$ cat src/rtl/regfile_pkg.sv
// Shared widths and the writeback entry type used by the register-file writeback queue.
package regfile_pkg;

  localparam int XLEN   = 32;
  localparam int REG_AW = 5;

  typedef struct packed {
    logic [REG_AW-1:0] rd;
    logic [XLEN-1:0]   data;
  } wb_entry_t;

endpackage

$ cat src/rtl/regfile_bypass_match.sv
// Priority search of the pending writebacks for one read address; the youngest matching write wins.
module regfile_bypass_match
  import regfile_pkg::*;
#(
  parameter int DEPTH = 4
) (
  input  logic [REG_AW-1:0] rs,
  input  wb_entry_t         entries [DEPTH],
  input  logic [DEPTH-1:0]  entry_valid,
  input  logic              out_valid,
  input  wb_entry_t         out_entry,
  output logic              hit,
  output logic [XLEN-1:0]   data
);

  // entries[] is ordered oldest first, so later matches overwrite earlier ones; the output
  // register is older than anything still queued and is therefore checked first.
  always_comb begin
    hit  = 1'b0;
    data = '0;
    if (rs != '0) begin
      if (out_valid && (out_entry.rd == rs)) begin
        hit  = 1'b1;
        data = out_entry.data;
      end
      for (int i = 0; i < DEPTH; i++) begin
        if (entry_valid[i] && (entries[i].rd == rs)) begin
          hit  = 1'b1;
          data = entries[i].data;
        end
      end
    end
  end

endmodule

$ cat src/rtl/regfile_wb_queue.sv
// Writeback FIFO feeding the register-file write port one entry per cycle, with bypass lookup
// on two read addresses so readers observe writes that have not yet been committed.
module regfile_wb_queue
  import regfile_pkg::*;
#(
  parameter  int DEPTH = 4,
  localparam int PTR_W = $clog2(DEPTH),
  localparam int CNT_W = $clog2(DEPTH + 1)
) (
  input  logic              clk,
  input  logic              reset_n,
  input  logic              flush,
  input  logic              drain_en,
  input  logic              in_valid,
  output logic              in_ready,
  input  logic [REG_AW-1:0] in_rd,
  input  logic [XLEN-1:0]   in_data,
  output logic              wr_en,
  output logic [REG_AW-1:0] wr_rd,
  output logic [XLEN-1:0]   wr_data,
  input  logic [REG_AW-1:0] rs1,
  input  logic [REG_AW-1:0] rs2,
  output logic              byp1_hit,
  output logic [XLEN-1:0]   byp1_data,
  output logic              byp2_hit,
  output logic [XLEN-1:0]   byp2_data,
  output logic [CNT_W-1:0]  count
);

  wb_entry_t          mem [DEPTH];
  logic [PTR_W-1:0]   head_reg, tail_reg;
  logic [CNT_W-1:0]   count_reg, count_next;
  logic               wr_en_reg;
  logic [REG_AW-1:0]  wr_rd_reg;
  logic [XLEN-1:0]    wr_data_reg;

  logic push, push_store, pop;

  assign in_ready   = reset_n && !flush && (count_reg < CNT_W'(DEPTH));
  assign push       = in_valid && in_ready;
  // Writes to x0 are accepted to keep the producer moving but never occupy a slot.
  assign push_store = push && (in_rd != '0);
  assign pop        = (count_reg != '0) && drain_en && !flush;

  always_comb begin
    count_next = count_reg + CNT_W'(push_store) - CNT_W'(pop);
  end

  always_ff @(posedge clk or negedge reset_n) begin
    if (!reset_n) begin
      head_reg    <= '0;
      tail_reg    <= '0;
      count_reg   <= '0;
      wr_en_reg   <= 1'b0;
      wr_rd_reg   <= '0;
      wr_data_reg <= '0;
    end else if (flush) begin
      head_reg  <= '0;
      tail_reg  <= '0;
      count_reg <= '0;
      wr_en_reg <= 1'b0;
    end else begin
      count_reg <= count_next;
      if (push_store) tail_reg <= tail_reg + PTR_W'(1);
      if (pop) begin
        head_reg    <= head_reg + PTR_W'(1);
        wr_en_reg   <= 1'b1;
        wr_rd_reg   <= mem[head_reg].rd;
        wr_data_reg <= mem[head_reg].data;
      end else begin
        wr_en_reg <= 1'b0;
      end
    end
  end

  always_ff @(posedge clk) begin
    if (push_store) mem[tail_reg] <= '{rd: in_rd, data: in_data};
  end

  // Present the queue to the matchers oldest first, with validity derived from occupancy.
  wb_entry_t        age_entries [DEPTH];
  logic [DEPTH-1:0] age_valid;
  wb_entry_t        out_entry;

  generate
    for (genvar gi = 0; gi < DEPTH; gi++) begin : g_age
      assign age_entries[gi] = mem[head_reg + PTR_W'(gi)];
      assign age_valid[gi]   = CNT_W'(gi) < count_reg;
    end
  endgenerate

  assign out_entry = '{rd: wr_rd_reg, data: wr_data_reg};

  regfile_bypass_match #(.DEPTH(DEPTH)) u_byp1 (
    .rs          (rs1),
    .entries     (age_entries),
    .entry_valid (age_valid),
    .out_valid   (wr_en_reg),
    .out_entry   (out_entry),
    .hit         (byp1_hit),
    .data        (byp1_data)
  );

  regfile_bypass_match #(.DEPTH(DEPTH)) u_byp2 (
    .rs          (rs2),
    .entries     (age_entries),
    .entry_valid (age_valid),
    .out_valid   (wr_en_reg),
    .out_entry   (out_entry),
    .hit         (byp2_hit),
    .data        (byp2_data)
  );

  assign wr_en   = wr_en_reg;
  assign wr_rd   = wr_rd_reg;
  assign wr_data = wr_data_reg;
  assign count   = count_reg;

endmodule

$ cat config.mk
export PLATFORM = sky130hd
export DESIGN_NAME = regfile_wb_queue
export DESIGN_NICKNAME = d
export VERILOG_FILES = /design/src/rtl/regfile_pkg.sv /design/src/rtl/regfile_bypass_match.sv /design/src/rtl/regfile_wb_queue.sv
export SDC_FILE = /design/constraint.sdc
export NUM_CORES = 1
export LEC_CHECK = 0
export CAP_MARGIN = 10
export CELL_PAD_IN_SITES_DETAIL_PLACEMENT = 0
export CELL_PAD_IN_SITES_GLOBAL_PLACEMENT = 1
export CORE_UTILIZATION = 25
export CTS_CLUSTER_DIAMETER = 150
export CTS_CLUSTER_SIZE = 30
export DETAILED_ROUTE_END_ITERATION = 16
export GPL_ROUTABILITY_DRIVEN = 1
export PLACE_DENSITY_LB_ADDON = 0.1
export SLEW_MARGIN = 20
export SYNTH_ARGS = -nofsm -noshare
export SYNTH_HDL_FRONTEND = slang
export SYNTH_SLANG_ARGS = --single-unit
$ cat constraint.sdc
create_clock -name clk -period 6.9 [get_ports clk]
set_input_delay 1.38 -clock clk [delete_from_list [all_inputs] [get_ports clk]]
set_output_delay 1.38 -clock clk [all_outputs]
set_load 0.005 [all_outputs]
==> flow_metrics.py <==
metrics = {
    "synth": {
        "netlist_area_um2": 14120,
        "synth_nets": 1462,
        "synth-edff-count": 148,
        "yosysSeqAreaShare_pct": 39.45,
        "synth_top_cell_area_share_pct": 31.48,
        "synth.most_common_cell": "edfxtp_1",
        "synth_top_area_cell": "edfxtp_1",
        "ys.flop_type": "edfxtp_1",
        "synth_common_cells": "edfxtp_1, nor2_1, nand2_1",
        "async_flop_share_pct": 23.32,
        "yosys_warnings": 0,
        "syn_inst": 1401,
        "synth_area_per_cell_um2": 10.08,
        "synth_cell_type_count": 59,
        "synth_seq_cells": 193,
        "ys_top_cells_by_area": "edfxtp_1, dfrtp_1, mux2_2, mux4_2, mux2i_1",
    },
    "clock_network": {
        "cts_tree": "done",
        "path_clk_slew_ns": 0.07,
        "cts-root-buf": "clkbuf_16",
        "numCtsBuffers": 17,
        "clockBufferDepth": 2,
        "cts.sinks": 193,
        "postCtsResizedCells": 0,
        "post_cts.repair.setup_buffers": 0,
        "insertion_delay_ns": 0.51,
        "htree_levels": 4,
        "hold_buffers": 0,
    },
    "cells_and_area": {
        "layout.nets": 1541,
        "antenna_cells": 0,
        "fillerInstances": 5705,
        "syn_to_final_growth_pct": 20.80,
        "drive_gt1_share_pct": 19.09,
        "largest_register_ff_count": 148,
    },
    "floorplanning": {
        "num_rows": 86,
        "start_util_pct": 25.48,
        "core-area_um2": 55420,
        "dieArea_um2": 57430,
        "die_h_um": 239.7,
        "io_pins": 160,
        "die_x_um": 239.7,
    },
    "timing": {
        "fin_tns_setup_ns": 0,
        "whs_ns": 0.5828,
        "tightest_slew_ns": 0.9424,
        "fmax_mhz": 158.1,
        "finalSetupViolations": 0,
        "min_period_ns": 6.326,
        "period_share_pct": 91.68,
        "rsz0062_at_grt": "false",
        "slew-limit-headroom_pct": 37.17,
        "slew_violations": 0,
        "hold_viol": 0,
        "clock_skew_ns": 0.01024,
    },
    "worst_setup_path": {
        "reg2reg_depth": 5,
        "cp_max_fo": 16,
        "rr_endpoint": "wr_data[8]$_DFFE_PN0P_",
        "required_ns": 5.52,
        "worstSetupEndpointType": "primary output",
        "reg2reg_from": "head_reg[1]$_DFFE_PN0P_",
        "cp.arrival_ns": 4.95,
        "start_kind": "primary input",
        "reg2reg_slack_ns": 3.76,
        "path_class": "primary input to primary output",
    },
    "placed_design": {
        "gp_congestion": 0.7555,
        "place_hpwl_um": 36910,
        "port_buffers": 159,
    },
    "worst_hold_path": {
        "min-delay-start": "wr_rd[3]$_DFFE_PN0P_",
        "hold_end": "wr_rd[3]$_DFFE_PN0P_",
        "min_path_type": "flip-flop to flip-flop",
        "holdPathStages": 2,
    },
    "pwr": {
        "seqPwrFrac_pct": 34.5,
        "clkPwrFrac_pct": 21.3,
        "p_per_area_nw_per_um2": 280.1,
        "peakVddDrop_mv": 0.2154,
        "p_comb_share_pct": 44.1,
        "power_leakage_nw": 5.576,
        "switchingPower_mw": 2.011,
        "intPower_mw": 2.767,
        "swShare_pct": 42.09,
    },
    "route": {
        "routed_wirelength_um": 56220,
        "vias_per_cell": 5.263,
        "dr.first_iter.drc_count": 874,
        "vias": 11800,
        "first_pass_iters": 5,
        "ant_nets": 0,
        "wire_per_inst_um": 25.09,
        "drc": 0,
    },
    "flow_run": {
        "cap_violations": 0,
    },
    "run_status": {
        "status": "completed",
    },
    "global_routing": {
        "grt_pass1_vias": 11840,
        "grt_max_degree": 81,
        "antenna_found_initial": 0,
        "grt_pass1_wl_um": 82460,
        "grt_usage_pct": 20.10,
        "grt_overflow": 0,
    },
}
## how the worst max path moves through the flow
stage	start	cells after the start	to	slack, ns
after global routing	head_reg[0]$_DFFE_PN0P_	8	byp1_data[22]	0.43
after global placement	rs1[0]	9	byp1_data[23]	0.53
after CTS	rs1[0]	9	byp1_data[23]	0.55
after floorplan	rs1[2]	9	byp1_data[10]	2.43
after detailed placement	rs1[0]	9	byp1_data[23]	0.56
final	rs1[0]	9	byp1_data[23]	0.57
## kinds of logic after synthesis
logic type / synth area share (%)
flip-flops: 39.45
AND/OR/NAND/NOR: 14.36
XOR/XNOR: 3.412
buffers and inverters: 5.955
AO/OA/AOI/OAI: 18.93
adder cells (fa/ha/maj): 0.8507
multiplexers: 17.05
## stage by stage
stage / power (mW) / worst slack [ns] / cell area [um2] / utilization [%] / cells
global route: 5.076 / 0.4348 / 17060 / 30.78 / 2241
finish: 4.778 / 0.5743 / 17060 / 30.78 / 2241
floorplan: 2.854 / 2.430 / 14120 / - / 1401
CTS: 4.836 / 0.5501 / 17050 / 30.77 / 2241
global placement: 3.791 / 0.5280 / 16470 / 29.72 / 2209
detailed placement: 3.796 / 0.5629 / 16470 / 29.72 / 2209
## power groups by stage
stage	logic, mW	clock network (mW)	registers [mW]
floorplan	1.32	0	1.54
global placement	2.11	0	1.68
detailed placement	2.12	0	1.68
CTS	2.12	1.06	1.66
global route	2.30	1.09	1.68
finish	2.11	1.02	1.65
## final cells by class
class / instances / area [um2] / area share, %
multi-input cells: 1022 / 7767 / 45.54
flip-flops and latches: 193 / 5578 / 32.70
repair buffers: 203 / 2029 / 11.90
well taps: 748 / 935.9 / 5.487
clock buffers: 21 / 493.0 / 2.890
inverters: 43 / 163.9 / 0.9610
clock inverters: 11 / 88.84 / 0.5208
## per-layer routing
layer	share of wire, %	wire (um)	vias to the layer above	GRT usage [%]
li1	-	-	5511	-
met5	0	0	-	0
met1	46	25840	5900	26.86
met4	1.9	1079	0	6.410
met2	48	26830	325	32.80
met3	4.4	2468	59	3.457
## critical path, cell delays in order
cell	delay [ns]
clkdlybuf4s50_1	0.64
nor2b_1	0.24
mux2_2	0.29
nor4_2	0.27
and4_2	0.80
buf_12	0.26
a221oi_2	0.06
o31ai_2	0.39
clkdlybuf4s50_1	0.59
## layout by cell type, fill, tap and decap left out, drive strengths merged, types with 8 or more instances in the layout
| cell type | Yosys | routed |
|---|---|---|
| o31a | 18 | 18 |
| mux4 | 37 | 37 |
| buf | 63 | 45 |
| nand2 | 102 | 102 |
| o21ai | 64 | 64 |
| and3 | 9 | 9 |
| nor4 | 30 | 30 |
| dfrtp | 45 | 45 |
| xnor2 | 34 | 34 |
| a211oi | 13 | 13 |
| ha | 8 | 8 |
| nor2 | 133 | 133 |
| nor3 | 83 | 83 |
| o22ai | 20 | 20 |
| and2 | 9 | 9 |
| or3 | 9 | 9 |
| o31ai | 56 | 56 |
| nand3 | 45 | 45 |
| mux2 | 87 | 87 |
| xor2 | 21 | 21 |
| a32oi | 31 | 31 |
| edfxtp | 148 | 148 |
| a221oi | 31 | 31 |
| clkdlybuf4s50 | 0 | 158 |
| clkbuf | 80 | 21 |
| a21oi | 64 | 64 |
| mux2i | 59 | 59 |
| inv | 43 | 49 |
No activity file was read; power rests on OpenSTA's default activity.
